--- src/rtl/instr_sequencer.sv ---
// instr_sequencer: fetch/decode/execute control for a 4-bit PC machine.
// Each instruction takes three clocks: FETCH latches the ROM word, DECODE
// evaluates opcode and flags, and EXEC presents the registered strobes.
//
// state  | meaning
// -------+--------------------------------------------------------------
// FETCH  | wait for run or step, then latch rom_data into ir
// DECODE | decode ir and flags, register strobes for the EXEC cycle
// EXEC   | strobes visible for exactly one clock, then back to FETCH
// HALT   | absorbing after HLT; all strobes low, halted high until rst
module instr_sequencer #(
  parameter int ADDR_W = 4,
  parameter int OP_W   = 4
) (
  input  logic                   clk_i,
  input  logic                   rst_i,
  input  logic                   run_i,
  input  logic                   step_i,
  input  logic [ADDR_W-1:0]      pc_i,
  input  logic [OP_W+ADDR_W-1:0] rom_data_i,
  input  logic                   zero_flag_i,
  input  logic                   carry_flag_i,
  output logic                   pc_en_o,
  output logic                   jump_o,
  output logic [ADDR_W-1:0]      jump_addr_o,
  output logic [2:0]             alu_op_o,
  output logic                   alu_en_o,
  output logic                   out_load_o,
  output logic [ADDR_W-1:0]      imm_o,
  output logic                   halted_o
);

  typedef enum logic [1:0] {
    S_FETCH  = 2'd0,
    S_DECODE = 2'd1,
    S_EXEC   = 2'd2,
    S_HALT   = 2'd3
  } state_t;

  localparam logic [OP_W-1:0] OP_LDI = OP_W'(4'h1);
  localparam logic [OP_W-1:0] OP_ADD = OP_W'(4'h2);
  localparam logic [OP_W-1:0] OP_SUB = OP_W'(4'h3);
  localparam logic [OP_W-1:0] OP_AND = OP_W'(4'h4);
  localparam logic [OP_W-1:0] OP_OR  = OP_W'(4'h5);
  localparam logic [OP_W-1:0] OP_XOR = OP_W'(4'h6);
  localparam logic [OP_W-1:0] OP_OUT = OP_W'(4'h7);
  localparam logic [OP_W-1:0] OP_JMP = OP_W'(4'h8);
  localparam logic [OP_W-1:0] OP_JZ  = OP_W'(4'h9);
  localparam logic [OP_W-1:0] OP_JC  = OP_W'(4'hA);
  localparam logic [OP_W-1:0] OP_JNZ = OP_W'(4'hB);
  localparam logic [OP_W-1:0] OP_HLT = OP_W'(4'hF);

  state_t                   state_q;
  logic [OP_W+ADDR_W-1:0]   ir_q;
  logic                     pc_en_q;
  logic                     jump_q;
  logic [2:0]               alu_op_q;
  logic                     alu_en_q;
  logic                     out_load_q;
  logic                     halted_q;
  logic [OP_W-1:0]          opcode;

  // The PC only addresses the external ROM; the sequencer never looks at it.
  logic unused_pc;
  assign unused_pc = ^pc_i;

  assign opcode = ir_q[OP_W+ADDR_W-1:ADDR_W];

  // Sequencer FSM; every strobe defaults low so it lasts exactly one EXEC cycle.
  always_ff @(posedge clk_i or posedge rst_i) begin
    if (rst_i) begin
      state_q    <= S_FETCH;
      ir_q       <= '0;
      pc_en_q    <= 1'b0;
      jump_q     <= 1'b0;
      alu_op_q   <= 3'd0;
      alu_en_q   <= 1'b0;
      out_load_q <= 1'b0;
      halted_q   <= 1'b0;
    end else begin
      pc_en_q    <= 1'b0;
      jump_q     <= 1'b0;
      alu_en_q   <= 1'b0;
      out_load_q <= 1'b0;
      case (state_q)
        S_FETCH: begin
          if (run_i || step_i) begin
            ir_q    <= rom_data_i;
            state_q <= S_DECODE;
          end
        end
        S_DECODE: begin
          state_q <= S_EXEC;
          pc_en_q <= (opcode != OP_HLT);
          case (opcode)
            OP_LDI: begin alu_op_q <= 3'd5; alu_en_q <= 1'b1; end
            OP_ADD: begin alu_op_q <= 3'd0; alu_en_q <= 1'b1; end
            OP_SUB: begin alu_op_q <= 3'd1; alu_en_q <= 1'b1; end
            OP_AND: begin alu_op_q <= 3'd2; alu_en_q <= 1'b1; end
            OP_OR:  begin alu_op_q <= 3'd3; alu_en_q <= 1'b1; end
            OP_XOR: begin alu_op_q <= 3'd4; alu_en_q <= 1'b1; end
            OP_OUT: out_load_q <= 1'b1;
            OP_JMP: jump_q <= 1'b1;
            OP_JZ:  jump_q <= zero_flag_i;
            OP_JC:  jump_q <= carry_flag_i;
            OP_JNZ: jump_q <= ~zero_flag_i;
            default: ;
          endcase
        end
        S_EXEC: begin
          if (opcode == OP_HLT) begin
            halted_q <= 1'b1;
            state_q  <= S_HALT;
          end else begin
            state_q  <= S_FETCH;
          end
        end
        S_HALT: state_q <= S_HALT;
        default: state_q <= S_FETCH;
      endcase
    end
  end

  assign pc_en_o     = pc_en_q;
  assign jump_o      = jump_q;
  assign jump_addr_o = ir_q[ADDR_W-1:0];
  assign imm_o       = ir_q[ADDR_W-1:0];
  assign alu_op_o    = alu_op_q;
  assign alu_en_o    = alu_en_q;
  assign out_load_o  = out_load_q;
  assign halted_o    = halted_q;

endmodule

--- config.mk ---
export PLATFORM = sky130hd
export DESIGN_NAME = instr_sequencer
export DESIGN_NICKNAME = d
export VERILOG_FILES = /design/src/rtl/instr_sequencer.sv
export SDC_FILE = /design/constraint.sdc
export NUM_CORES = 1
export LEC_CHECK = 0
export ABC_AREA = 1
export CAP_MARGIN = 20
export CORE_MARGIN = 10
export CORE_UTILIZATION = 45
export DETAILED_ROUTE_END_ITERATION = 8
export DONT_BUFFER_PORTS = 1
export PLACE_DENSITY = 0.63
export SYNTH_ARGS = -nofsm -noshare
export SYNTH_HDL_FRONTEND = slang
export SYNTH_SLANG_ARGS = --single-unit
--- constraint.sdc ---
create_clock -name clk_i -period 2.4 [get_ports clk_i]
set_input_delay 0.12 -clock clk_i [delete_from_list [all_inputs] [get_ports clk_i]]
set_output_delay 0.12 -clock clk_i [all_outputs]
set_load 0.02 [all_outputs]
==> qor.txt, run 1 <==
Clk buf depth = 2
P per Cell Area = 480 nW/µm²
Critical path, cell by cell = nor2_2 -> o21ai_4 -> nor2_1 -> a21oi_2
Leak = 0.497 nW
First-iteration detailed-routing DRC count = 21
Sw Share = 0.201
Max IR drop VDD = 244 µV
Final WL = 1630 µm
Type of origin of the critical path = flip-flop
CP top delay family = flip-flops
Inserted Diodes = 0
WP data required = 2.56 ns
Net Count, Synth = 115
Worst setup EP type = flip-flop
Clock power frac = 0.304
Net Switching = 0.0939 mW
Syn Area/Cell = 9.18 µm²
Setup TNS Final = 0 ns
Slew HR = 0.554
Final setup vio count = 0
DRC viols = 0
Setup Crit Path Kind = reg2reg
PortBufs = 0
Power share of the combinational group = 0.047
RePlAce Congestion = 0.855
Pwr Total = 0.467 mW
# hold bufs at CTS = 10
Fin crit share = 0.479
Max-slew violations = 0
DRT Pass-1 Iters = 4
Core footprint = 1920 µm²
Wire length per cell = 12.8 µm
CTS root buffer = clkbuf_4
Min cycle time layout = 1.15 ns
Routed Antenna Nets = 0
Setup repair bufs after CTS = 0
Std-Cell Rows = 16
Initial antenna violation count = 0
Worst path slowest cell = dfrtp_1
HPWL after detailed placement = 1170 µm
HP Class = in2reg
Largest net degree at the start of global routing = 19
Vias per inst = 4.66
R2R setup slack = 1.25 ns
Setup ws final = 1.25 ns
Post-CTS Resized = 0
Placed cells = 115
Largest fanout on the critical path = 17
Synth Warn # = 0
Status = finished, final reports clean
Worst slew pin tran = 0.668 ns
Internal power = 0.373 mW
P&R area growth vs syn = 9.13%
H-tree levels = 1
Hold WS = 0.0524 ns
Cell Count, Final, Fillers Out = 128
Worst Skew = 0.00129 ns
CTS tree = yes
Seq cells post-synth = 18
Seq pwr share = 0.649
CP max stage delay = 0.46 ns
Gr ovfl total = 0
Clk sink count = 18
Unrepaired setup endpoints after global routing = false
Sequential element share of the synthesized area = 0.506
Hold Vio Cnt, Final = 0
Share of cells above drive strength 1 = 0.178
Starting Density = 0.464
Synth cell types = 20
# IOs = 34
Crit path DAT = 1.31 ns
CP bufs+invs = 0
Global-route wire length before repair = 2720 µm
DIE WIDTH = 64.5 µm
Achievable frequency = 869 MHz
Nets = 121
Vias in the first global route = 608
TritonCTS Buffers = 3
Number of max-cap violations = 0
Dpl ws = 1.25 ns
Synthesized cell area = 891 µm²
Die Span Y = 64.5 µm
Via count = 596
Die Area = 4160 µm²
Clk_lat worst skew = 0.28 ns
All-Layer GR Usage = 0.0811
Syn Inst Count = 97
Reg clk slew, reported paths = 0.09 ns
[path summary, 6_finish.rpt]
kind	startpoint	end	depth (start not counted)
min reg2reg	ir_q[7]	out_load_o	1
max	state_q[1]	ir_q[5]	4
min	zero_flag_i	jump_o	2
max in group asynchronous	rst_i	ir_q[3]	2
min in group asynchronous	rst_i	alu_op_o[1]	2
max reg2reg	state_q[1]	ir_q[5]	4
[layout make-up]
type | instances | area, µm²
well taps | 27 | 33.8
repair buffers | 10 | 100
fillers | 192 | 950
inverters | 14 | 52.6
flip-flops and latches | 18 | 450
multi-input cells | 56 | 313
clock buffers | 3 | 22.5
[kinds of logic after synthesis]
| group | count (synthesis) | share of synthesized area |
|---|---|---|
| compound gates | 12 | 0.117 |
| buf+inv | 23 | 0.143 |
| flops | 18 | 0.506 |
| simple gates | 44 | 0.235 |
[cells in the final DEF, fill, tap and decap left out]
cell           count
dfrtp_1           18
clkbuf_4           3
o21ai_0            1
nand2_4            1
o21ai_2            4
nand3_1            7
nand2_2            2
nor2_1             7
nand2_1           22
nor4_1             1
o21a_1             1
inv_1             14
o21ai_4            1
nor3_2             1
a21oi_2            4
dlygate4sd3_1     10
nand3b_1           1
nor2_2             1
nor2_4             1
a21oi_1            1
[power groups by stage]
| stage | logic (mW) | clock network (mW) | registers, mW |
|---|---|---|---|
| global placement | 0.00893 | 0 | 0.309 |
| detailed placement | 0.00926 | 0 | 0.309 |
| CTS | 0.0222 | 0.150 | 0.303 |
| finish | 0.0220 | 0.142 | 0.303 |
| floorplan | 0.00722 | 0 | 0.309 |
| global route | 0.0243 | 0.156 | 0.303 |
[metal layers]
metal  vias to the layer above  share of wire  GRT usage
met4                         0         0.0073     0.0401
met1                       266           0.43     0.0881
li1                        302              -          -
met3                         2           0.11     0.0447
met2                        26           0.46      0.126
met5                         -              0          0
[synth_stat cells]
library cell / number / area (µm²)
nand2_1: 22 / 82.6
dfrtp_1: 18 / 450
inv_1: 14 / 52.6
buf_4: 8 / 60.1
nand3_1: 7 / 35.0
nor2_1: 7 / 26.3
a21oi_2: 4 / 35.0
o21ai_2: 4 / 35.0
nand2_2: 2 / 12.5
a21oi_1: 1 / 5.00
buf_8: 1 / 15.0
nand2_4: 1 / 11.3
nand3b_1: 1 / 7.51
nor2_2: 1 / 6.26
nor2_4: 1 / 11.3
nor3_2: 1 / 10.0
nor4_1: 1 / 6.26
o21a_1: 1 / 7.51
o21ai_0: 1 / 5.00
o21ai_4: 1 / 16.3
[registers in the layout (all words and copies together), names as in the netlist]
register and flops:
alu_en_o 1, alu_op_o 3, halted_o 1, ir_q 8, jump_o 1, out_load_o 1, pc_en_o 1, state_q 2
[stage by stage]
step                utilization  instance area, µm²
global route              0.506                 972
floorplan                     -                 891
CTS                       0.506                 972
finish                    0.506                 972
detailed placement        0.442                 850
global placement          0.442                 850
Note: power is estimated with default switching activity, not from simulation.
==> inputs of run 2 (changes only) <==
--- a/config.mk
+++ b/config.mk
@@ -11,7 +11,7 @@
 export CORE_UTILIZATION = 45
 export DETAILED_ROUTE_END_ITERATION = 8
 export DONT_BUFFER_PORTS = 1
-export PLACE_DENSITY = 0.63
+export PLACE_DENSITY = 0.65
 export SYNTH_ARGS = -nofsm -noshare
 export SYNTH_HDL_FRONTEND = slang
 export SYNTH_SLANG_ARGS = --single-unit
==> constraint.sdc (replaced) <==
create_clock -name clk_i -period 1 [get_ports clk_i]
set_input_delay 0.05 -clock clk_i [delete_from_list [all_inputs] [get_ports clk_i]]
set_output_delay 0.05 -clock clk_i [all_outputs]
set_load 0.02 [all_outputs]
==> run 2 against run 1 <==
Against the previous run: the run now ends with negative setup slack left; sequential share of layout area fell by 10 points; critical path depth did not move; routed wire length rose by 27%; via count rose by 23%; cell count rose by 20%; first-iteration DRC count rose by 14%; non-clock buffer count rose by 23.
==> qor.txt, run 2 (synthesized netlist as in run 1, its figures left out) <==
PortBufs = 0 (unchanged)
Die Area = 4160 µm² (unchanged)
Reg clk slew, reported paths = 0.10 ns (about the same)
TritonCTS Buffers = 3 (unchanged)
All-Layer GR Usage = 0.107 (+0.0263)
H-tree levels = 1 (unchanged)
P per Cell Area = 1000 nW/µm² (+110%)
Biggest register = ir_q
Unrepaired setup endpoints after global routing = true
Worst setup EP type = flip-flop
Hold WS = 0.196 ns (+0.144 ns)
First-iteration detailed-routing DRC count = 24 (+14%)
Via count = 731 (+23%)
Std-Cell Rows = 16 (unchanged)
RePlAce Congestion = 0.884 (+3.4%)
Top Metal Used = met4
Share of cells above drive strength 1 = 0.460 (+0.282)
Worst Skew = 0.00368 ns (+0.00239 ns)
Cell Count, Final, Fillers Out = 153 (+20%)
Placed cells = 131 (+14%)
CP max stage delay = 0.46 ns (about the same)
Clk sink count = 18 (unchanged)
Core footprint = 1920 µm² (unchanged)
Vias in the first global route = 777 (+28%)
Max reg flops = 8 (unchanged)
CP top delay family = flip-flops
Largest net degree at the start of global routing = 19 (unchanged)
DRC viols = 0 (unchanged)
Largest fanout on the critical path = 9 (-8)
Nets = 145 (+20%)
DRT Pass-1 Iters = 4 (unchanged)
Wire length per cell = 13.6 µm (+6.5%)
Worst path slowest cell = dfrtp_2
Crit path DAT = 1.23 ns (-0.08 ns)
M1 wire length = 794 µm (+14%)
Failing checks = negative setup slack
Status = complete, but fails checks
CP bufs+invs = 0 (unchanged)
Number of max-cap violations = 0 (unchanged)
Min cycle time layout = 1.05 ns (-0.104 ns)
Vias per inst = 4.78 (+2.6%)
Final setup vio count = 13 (+13)
Setup ws final = -0.0464 ns (-1.30 ns)
Type of origin of the critical path = flip-flop
HP Class = in2async
Critical path, cell by cell = nor2_4 -> o21ai_4 -> nand2_1 -> o21ai_2
Clk_lat worst skew = 0.29 ns (about the same)
# IOs = 34 (unchanged)
Met3 WL = 194 µm (+10%)
DIE WIDTH = 64.5 µm (unchanged)
HPWL after detailed placement = 1300 µm (+12%)
Leak = 0.626 nW (+26%)
P&R area growth vs syn = 40.6%
WP data required = 1.19 ns (-1.37 ns)
Met2 wire len = 1060 µm (+41%)
Fin crit share = 1.05 (+0.567)
Max IR drop VDD = 755 µV (+210%)
Final WL = 2080 µm (+27%)
Worst slew pin tran = 0.354 ns (-0.314 ns)
Global-route wire length before repair = 3680 µm (+35%)
CTS tree = yes
Setup Crit Path Kind = reg2reg
Slew HR = 0.763 (+0.209)
Dpl ws = -0.0752 ns (-1.33 ns)
Routed Antenna Nets = 0 (unchanged)
Max-slew violations = 0 (unchanged)
R2R setup slack = -0.05 ns (-1.30 ns)
Hold Vio Cnt, Final = 0 (unchanged)
CTS root buffer = clkbuf_4
Gr ovfl total = 0 (unchanged)
Most frequent cells in the layout = nand2_1 (17), dfrtp_1 (17), buf_4 (17)
Inserted Diodes = 0 (unchanged)
Starting Density = 0.464 (unchanged)
Initial antenna violation count = 0 (unchanged)
Achievable frequency = 956 MHz (+9.9%)
Die Span Y = 64.5 µm (unchanged)
Clk buf depth = 2 (unchanged)
run 2: changes by cell type in the layout (fill, tap and decap cells not counted), moves of 4 or more:
cell / change
buf_4: +17
dlygate4sd3_1: +5
inv_1: -5
inv_2: +5
nand2_1: -5
nor2_1: -5
nor2_2: +4
run 2: timing repair:
action | in CTS | in global routing
gates resized for setup | 10 | 15
hold buffers | 13 | 2
setup buffers | 1 | 1
cloned | 1 | 0
pin swaps | 4 | 1
setup endpoints to repair | 12 | 20
hold endpoints to repair | 27 | 5
run 2: per-stage QoR:
stage | power [mW] | setup TNS [ns] | util | cell area (µm²)
finish | 1.26 | -0.313 | 0.652 | 1250
global route | 1.33 | -1.45 | 0.652 | 1250
CTS | 1.26 | -0.0489 | 0.613 | 1180
detailed placement | 0.768 | -0.587 | 0.505 | 970
global placement | 0.766 | -0.388 | 0.505 | 970
floorplan | 0.759 | -0.0163 | - | 891
run 2: report_power, final:
part / internal (mW) / switching [mW] / total, mW
Combinational: 0.0444 / 0.0352 / 0.0796
Sequential: 0.727 / 0 / 0.727
Clock: 0.222 / 0.229 / 0.451
Total: 0.994 / 0.265 / 1.26
run 2: final cells by class:
class	count	area [µm²]
clock buffer	4	36.3
fill	173	669
inverter	14	52.6
multi-input combinational	57	389
sequential	18	452
tap	27	33.8
timing repair buffer	33	289
run 2: per-layer routing:
metal,GRT usage,vias up
met5,0,-
met4,0.0321,0
met3,0.0567,6
met2,0.170,28
met1,0.123,342
li1,-,355
run 2: tightest hold or removal path, cell delays in order:
cell and delay (ns):
dlygate4sd3_1 0.53, inv_1 0.05, buf_4 0.24
run 2: worst paths after layout:
check,from,to,cells past startpoint
hold / removal,rst_i,ir_q[0],3
max in group asynchronous,rst_i,state_q[1],3
setup reg to reg,state_q[1],ir_q[2],4
setup / recovery,state_q[1],ir_q[2],4
min in group clk_i,rom_data_i[2],ir_q[2],3
hold reg to reg,ir_q[3],ir_q[3],2
